<file path="src/rtl/pc_redirect_arb_if.sv">
// Bundles the decode, hazard and exception signals that steer the fetch PC.
// The master side drives the requests and the slave side (the arbiter)
// returns the PC source selection.
interface pc_redirect_arb_if;
  logic        eret;
  logic [31:0] epc;
  logic        int_req;
  logic        pause;
  logic        br_taken;
  logic [31:0] br_target;
  logic        jr_valid;
  logic        jr_wait;
  logic [31:0] jr_target;
  logic        pc_we;
  logic [1:0]  pc_sel;
  logic [31:0] redir_pc;
  logic        flush_fd;
  logic        in_handler;
  logic        pend_valid;

  modport master (
    output eret, epc, int_req, pause, br_taken, br_target,
           jr_valid, jr_wait, jr_target,
    input  pc_we, pc_sel, redir_pc, flush_fd, in_handler, pend_valid
  );

  modport slave (
    input  eret, epc, int_req, pause, br_taken, br_target,
           jr_valid, jr_wait, jr_target,
    output pc_we, pc_sel, redir_pc, flush_fd, in_handler, pend_valid
  );
endinterface

</file>
<file path="src/rtl/pc_redirect_arb.sv">
// PC redirect arbiter: picks the next-PC source each cycle from exception
// return, interrupt, stall, jr and branch requests. A redirect that shows up
// while the pipe is stalled is parked in a one-entry buffer (first wins) and
// replayed on the cycle the stall lifts. A jr whose source register is not
// yet forwardable holds the PC in the JRW state until the value arrives.
module pc_redirect_arb #(
  parameter logic [31:0] EXC_VEC = 32'h0000_4180
) (
  input  logic              clk,
  input  logic              reset,
  pc_redirect_arb_if.slave  bus
);

  // The interrupt entry address is applied by the PC mux outside this block;
  // reject an entry point that could never be fetched.
  if (EXC_VEC[1:0] != 2'b00) begin : gBadExcVec
    $error("pc_redirect_arb: EXC_VEC must be word aligned");
  end

  typedef enum logic [1:0] {
    RUN  = 2'd0,
    HOLD = 2'd1,
    JRW  = 2'd2
  } state_t;

  state_t      state_q, state_d;
  logic [31:0] pend_q, pend_d;
  logic        pendValid_q, pendValid_d;
  logic        inHandler_q, inHandler_d;

  logic        pcWe;
  logic [1:0]  pcSel;
  logic [31:0] redirPc;
  logic        flushFd;

  logic        newRedir;
  logic [31:0] newTarget;

  // Decode-stage redirect candidate: a jr in decode owns the slot, and only
  // counts once its register value is forwardable; otherwise a taken branch.
  always_comb begin
    newRedir  = 1'b0;
    newTarget = 32'h0;
    if (bus.jr_valid) begin
      newRedir  = !bus.jr_wait;
      newTarget = bus.jr_target;
    end else if (bus.br_taken) begin
      newRedir  = 1'b1;
      newTarget = bus.br_target;
    end
  end

  // Priority arbitration: eret, interrupt, stall, buffered/jr-wait replay,
  // then the normal run-time jr/branch/sequential choice.
  always_comb begin
    state_d     = state_q;
    pend_d      = pend_q;
    pendValid_d = pendValid_q;
    inHandler_d = inHandler_q;
    pcWe        = 1'b0;
    pcSel       = 2'b00;
    redirPc     = 32'h0;
    flushFd     = 1'b0;

    if (bus.eret) begin
      pcWe        = 1'b1;
      pcSel       = 2'b11;
      flushFd     = 1'b1;
      inHandler_d = 1'b0;
      pendValid_d = 1'b0;
      pend_d      = 32'h0;
      state_d     = RUN;
    end else if (bus.int_req && !inHandler_q) begin
      pcWe        = 1'b1;
      pcSel       = 2'b10;
      flushFd     = 1'b1;
      inHandler_d = 1'b1;
      pendValid_d = 1'b0;
      pend_d      = 32'h0;
      state_d     = RUN;
    end else if (bus.pause) begin
      // A waiting jr keeps its JRW identity through the stall.
      if (state_q != JRW) begin
        state_d = HOLD;
      end
      if (newRedir && !pendValid_q) begin
        pend_d      = newTarget;
        pendValid_d = 1'b1;
      end
    end else if (pendValid_q) begin
      pcWe        = 1'b1;
      pcSel       = 2'b01;
      redirPc     = pend_q;
      flushFd     = 1'b1;
      pendValid_d = 1'b0;
      pend_d      = 32'h0;
      state_d     = RUN;
    end else if (state_q == JRW) begin
      if (!bus.jr_wait) begin
        pcWe    = 1'b1;
        pcSel   = 2'b01;
        redirPc = bus.jr_target;
        flushFd = 1'b1;
        state_d = RUN;
      end
    end else begin
      // RUN, or HOLD whose stall just lifted with nothing buffered.
      state_d = RUN;
      if (bus.jr_valid && bus.jr_wait) begin
        state_d = JRW;
      end else if (newRedir) begin
        pcWe    = 1'b1;
        pcSel   = 2'b01;
        redirPc = newTarget;
        flushFd = 1'b1;
      end else begin
        pcWe = 1'b1;
      end
    end
  end

  // State, redirect buffer and handler flag; reset drops any parked redirect.
  always_ff @(posedge clk or negedge reset) begin
    if (!reset) begin
      state_q     <= RUN;
      pend_q      <= 32'h0;
      pendValid_q <= 1'b0;
      inHandler_q <= 1'b0;
    end else begin
      state_q     <= state_d;
      pend_q      <= pend_d;
      pendValid_q <= pendValid_d;
      inHandler_q <= inHandler_d;
    end
  end

  // Combinational outputs are forced idle while reset is held.
  assign bus.pc_we      = reset & pcWe;
  assign bus.pc_sel     = reset ? pcSel : 2'b00;
  assign bus.redir_pc   = reset ? redirPc : 32'h0;
  assign bus.flush_fd   = reset & flushFd;
  assign bus.pend_valid = pendValid_q;
  assign bus.in_handler = inHandler_q;

endmodule

</file>
<file path="src/flat_wrapper.sv">
// flat-port wrapper written by rule: the top's interface ports become plain ports
module pc_redirect_arb_flat 
#(
  parameter logic [31:0] EXC_VEC = 32'h0000_4180
)
  (clk, reset, bus_eret, bus_epc, bus_int_req, bus_pause, bus_br_taken, bus_br_target, bus_jr_valid, bus_jr_wait, bus_jr_target, bus_pc_we, bus_pc_sel, bus_redir_pc, bus_flush_fd, bus_in_handler, bus_pend_valid);
  pc_redirect_arb_if bus_i ();
  input  logic clk;
  input  logic reset;
  input wire logic [$bits(bus_i.eret)-1:0] bus_eret;
  input wire logic [$bits(bus_i.epc)-1:0] bus_epc;
  input wire logic [$bits(bus_i.int_req)-1:0] bus_int_req;
  input wire logic [$bits(bus_i.pause)-1:0] bus_pause;
  input wire logic [$bits(bus_i.br_taken)-1:0] bus_br_taken;
  input wire logic [$bits(bus_i.br_target)-1:0] bus_br_target;
  input wire logic [$bits(bus_i.jr_valid)-1:0] bus_jr_valid;
  input wire logic [$bits(bus_i.jr_wait)-1:0] bus_jr_wait;
  input wire logic [$bits(bus_i.jr_target)-1:0] bus_jr_target;
  output wire logic [$bits(bus_i.pc_we)-1:0] bus_pc_we;
  output wire logic [$bits(bus_i.pc_sel)-1:0] bus_pc_sel;
  output wire logic [$bits(bus_i.redir_pc)-1:0] bus_redir_pc;
  output wire logic [$bits(bus_i.flush_fd)-1:0] bus_flush_fd;
  output wire logic [$bits(bus_i.in_handler)-1:0] bus_in_handler;
  output wire logic [$bits(bus_i.pend_valid)-1:0] bus_pend_valid;
  assign bus_i.eret = bus_eret;
  assign bus_i.epc = bus_epc;
  assign bus_i.int_req = bus_int_req;
  assign bus_i.pause = bus_pause;
  assign bus_i.br_taken = bus_br_taken;
  assign bus_i.br_target = bus_br_target;
  assign bus_i.jr_valid = bus_jr_valid;
  assign bus_i.jr_wait = bus_jr_wait;
  assign bus_i.jr_target = bus_jr_target;
  assign bus_pc_we = bus_i.pc_we;
  assign bus_pc_sel = bus_i.pc_sel;
  assign bus_redir_pc = bus_i.redir_pc;
  assign bus_flush_fd = bus_i.flush_fd;
  assign bus_in_handler = bus_i.in_handler;
  assign bus_pend_valid = bus_i.pend_valid;
  pc_redirect_arb #(.EXC_VEC(EXC_VEC)) u_core (.clk(clk), .reset(reset), .bus(bus_i));
endmodule
</file>
<file path="config.mk">
export PLATFORM = sky130hd
export DESIGN_NAME = pc_redirect_arb_flat
export DESIGN_NICKNAME = d
export VERILOG_FILES = /design/src/rtl/pc_redirect_arb_if.sv /design/src/rtl/pc_redirect_arb.sv /design/src/flat_wrapper.sv
export SDC_FILE = /design/constraint.sdc
export NUM_CORES = 1
export LEC_CHECK = 0
export CAP_MARGIN = 40
export CORE_MARGIN = 1
export CORE_UTILIZATION = 45
export CTS_CLUSTER_DIAMETER = 120
export DETAILED_ROUTE_END_ITERATION = 6
export PLACE_DENSITY_LB_ADDON = 0.12
export SYNTH_ARGS = -nofsm -noshare
export SYNTH_HDL_FRONTEND = slang
export SYNTH_SLANG_ARGS = --single-unit
export TNS_END_PERCENT = 20
</file>
<file path="constraint.sdc">
create_clock -name clk -period 2.5 [get_ports clk]
set_input_delay 0.5 -clock clk [delete_from_list [all_inputs] [get_ports clk]]
set_output_delay 0.5 -clock clk [all_outputs]
set_load 0.1 [all_outputs]
</file>
==> results.md <==
- The flow ran to the end, and the final reports show no timing, DRC or antenna violations.
- The worst setup path is launched from an input port.
- TritonCTS built the clock tree.
- The synthesized-area fraction occupied by and/or/nand/nor cells is 28.41%.
- The number of synthesis warnings is 0.
- The worst reg2reg path depth is 4.
- The most critical setup path has its endpoint at bus_redir_pc[27].
- In the final layout, the share of cells above drive strength 1 is 41.67%.
- In the routed layout, each cell is associated on average with a via count of 6.114.
- The pin count of the biggest net entering global routing is 53.
- The final weighted congestion of routability-driven global placement is 0.7820.
- In the final layout, flip-flops and latches occupy 908.4 sq um.
- The detail route stage leaves a number of antenna-violating nets equal to 0.
- The effective utilization at floorplan is 46.24%.
- The reg-to-reg startpoint is u_core.bus.pend_valid.
- The routed length per placed instance is 19.17 um.
- The area of the core region is 7687 sq um.
- Synthesis handed over a netlist of 370 instances.
- The worst slew slack as a fraction of its limit is 66.25%.
- The number of endpoints failing setup at the final stage is 0.
- Data arrives at the worst endpoint at 1.97 ns.
- The synthesized area divided by synthesized cell count is 9.607 sq um.
- In this run the horizontal extent of the chip is 90.88 um.
- After Yosys synthesis, full adders, half adders and majority gates account for 0% of the synthesized area.
- For this run, the share of the core covered by cells in the final layout is 76.95%.
- The number of flip-flops and latches in the synthesized netlist is 36.
- The end of the worst register-to-register path is u_core.pend_q[31].
- The cell area after technology mapping is 3555 sq um.
- Input and output buffers added on the ports amount to 109.
- The initial antenna violation count came to 0.
- The prevailing post-synth register cell is sky130_fd_sc_hd__dfrtp_1.
- The critical path launch point is bus_pause.
- The number of nets in the synthesized netlist is 474.
- For this run, the top clock speed supported by timing is 404.1 MHz.
- The worst path needs 2.475 ns of the cycle, external delays included.
- Once routing completed, OpenROAD measured the worst setup slack at 0.02549 ns.
- The later-pin clock latency in the skew report is 0.29 ns.
- For the worst setup path, the data required time is 2.00 ns.
- The share of synthesized area occupied by flip-flops and latches is 25.34%.
- The number of flops mapped to enable cells by yosys is 0.
- The final clock skew is 0.004849 ns.
- Power spread over the standard cell area amounts to 337.7 nW/um^2.
- The worst setup path is of the input port to primary output kind.
- In this run, the number of DRC markers left after iteration 0 of detailed routing was 189.
- The total die area is 8258 sq um.
- The filler cell count is 518.
- The root buffer selected by CTS is sky130_fd_sc_hd__clkbuf_8.
- Global routing consumed, over all layers together, 28.35% of the routing resources.
- The multi-input combinational cells in the finished layout cover a total of 2735 sq um.
- The total count of max-transition violations in the final report came to 0.
- By area, the combinational part of the netlist is dominated by compound AO/OA/AOI/OAI gates.
- Summing over every cut layer, the via total after detailed routing is 3632.
- The worst slack after detailed placement is -0.1401 ns.
- The remaining design rule violation count is 0.
- The count of H-tree levels built during CTS is 2.
- The kind of capture point of the worst setup path is a primary output.
- The async set-or-reset flop fraction in the synthesized netlist is 100.0%.
- From synthesis to final layout, the design area changed by 66.42%.
- The first detailed-routing pass ran for 4 iterations.
- The number of global-route vias before repair is 3715.
- The height of the die is 90.88 um.
- The routed design has 11390 um of wire.
- The total congestion overflow is 0.
- The library cells used most frequently in the layout, excluding fill and tap cells, are 65 x sky130_fd_sc_hd__clkdlybuf4s50_1, 46 x sky130_fd_sc_hd__buf_12.
- The multiplexer fraction of the synthesized cell area is 10.14%.
- Along the worst path, the maximum fanout reaches 13.
- The number of placement rows is 32.
- The path class of the tightest hold or removal check is input port to async pin.
- The number of hold violations in the final report is 0.
- The setup slack on the worst flop-to-flop path is 0.91 ns.
- The slew at the pin with the worst max-slew slack is 0.5057 ns.
- The detailed placer's ending HPWL is 7574 um.
- At the end of the flow, the number of nets in the layout was 595.
- The library cell used most frequently in the layout, excluding fill and tap cells, is sky130_fd_sc_hd__clkdlybuf4s50_1.
- Setup repair after global routing could not meet its margin everywhere.
- The maximum number of buffers from clock root to sink is 2.
- The tree built by TritonCTS fans out to 36 sinks.
- The final critical-path share of the clock period is 98.98%.
- The global-route wire length before repair is 18730 um.
- For this design the top-level I/O count stands at 142.
- In this run, post-CTS hold repair placed 0 buffers.
- Summing the areas of all xor and xnor instances in the mapped netlist gives 0% of the synthesized area.
- The total negative slack is 0 ns.
- The CTS buffer count is 5.
- The total leakage power is 2.141 nW.
- The distinct cell type count of the synthesized netlist is 30.
- The clock transition at the registers of the reported paths is 0.07 ns.
- The number of inserted diodes is 0.
- Across the VDD grid, the largest voltage drop is 346.4 uV.
- The number of violations of the max-capacitance limit is 0.
- Summing the areas of all compound-gate instances in the mapped netlist gives 29.11% of the synthesized area.
[power breakdown]
group          internal (mW)  switching (mW)  leakage [nW]  total [mW]
Sequential             0.604          0.0185         0.491       0.623
Clock                  0.252           0.212        0.0515       0.464
Combinational          0.419           0.492          1.60       0.911
Total                   1.28           0.723          2.14        2.00
[cells in the mapped netlist, types with 2 or more instances]
cell type                  number  share of area [%]
sky130_fd_sc_hd__nor3b_1       32                6.8
sky130_fd_sc_hd__nor2_1         7               0.74
sky130_fd_sc_hd__nor3_2        30                8.4
sky130_fd_sc_hd__nand2_1       34                3.6
sky130_fd_sc_hd__mux2_2        32                 10
sky130_fd_sc_hd__buf_4          2               0.42
sky130_fd_sc_hd__buf_6          5                1.6
sky130_fd_sc_hd__o22ai_1       34                6.0
sky130_fd_sc_hd__nor2b_1       36                6.3
sky130_fd_sc_hd__dfrtp_1       36                 25
sky130_fd_sc_hd__nand2b_4       2               0.77
sky130_fd_sc_hd__a221oi_2      30                 13
sky130_fd_sc_hd__clkbuf_1      14                1.5
sky130_fd_sc_hd__a221oi_1      34                8.4
sky130_fd_sc_hd__buf_2         25                3.5
sky130_fd_sc_hd__nor3_1         3               0.42
[state kept, by name (all words and copies together) (netlist names)]
signal,cells
u_core.pend_q,32
u_core.bus.pend_valid,1
u_core.bus.in_handler,1
u_core.state_q,2
[cell type report]
type,instances,share of cell area [%]
multi-input combinational,288,46.24
timing repair buffer,160,34.56
sequential,36,15.36
tap,102,2.157
clock buffer,8,1.692
[how the worst min path moves through the flow]
stage,from,endpoint,slack [ns],cells after the start
2_1_floorplan,reset,u_core.pend_q[0],0.20,0
3_3_place_gp,reset,u_core.bus.in_handler,0.49,2
4_1_cts,reset,u_core.pend_q[13],0.18,2
6_report,reset,u_core.pend_q[13],0.18,2
3_5_place_dp,reset,u_core.bus.in_handler,0.50,2
5_1_grt,reset,u_core.pend_q[13],0.20,2
[through the flow]
step                      power [mW]  hold WS [ns]  cell area (sq um)  cells
final                          1.998        0.1831               5916    594
after global routing           2.082        0.2028               5916    594
after CTS                      1.997        0.1818               5912    594
after detailed placement       1.477        0.4976               5488    573
after global placement         1.460        0.4927               5477    572
after floorplan                1.152        0.2044               3794    370
[layer usage]
| metal | GRT usage (%) | routed length, um | part of all wire [%] |
|---|---|---|---|
| met1 | 36.76 | 4767 | 42 |
| met2 | 47.47 | 5890 | 52 |
| met3 | 4.040 | 538 | 4.7 |
| met4 | 11.38 | 189 | 1.7 |
| met5 | 0 | 0 | 0 |
[critical path, cell delays in order]
cell	delay, ns
sky130_fd_sc_hd__clkdlybuf4s50_1	0.43
sky130_fd_sc_hd__nand3b_1	0.22
sky130_fd_sc_hd__buf_4	0.17
sky130_fd_sc_hd__buf_8	0.17
sky130_fd_sc_hd__nor3_4	0.25
sky130_fd_sc_hd__buf_12	0.21
[cells by family (layout without fill, tap and decap cells)]
kind of cell | after synthesis | in the layout
DFF | 36 | 36
muxes | 32 | 32
buffers and inverters | 46 | 168
and+or+nand+nor | 149 | 149
AOI/OAI and AO/OA | 107 | 107
[timing repair]
item | in CTS | in global routing
pin swaps | 16 | 1
setup endpoints to repair | 33 | 5
gates cloned | 2 | 0
setup buffers | 12 | 0
gates resized for setup | 28 | 1
No activity file was read; power rests on OpenSTA's default activity.
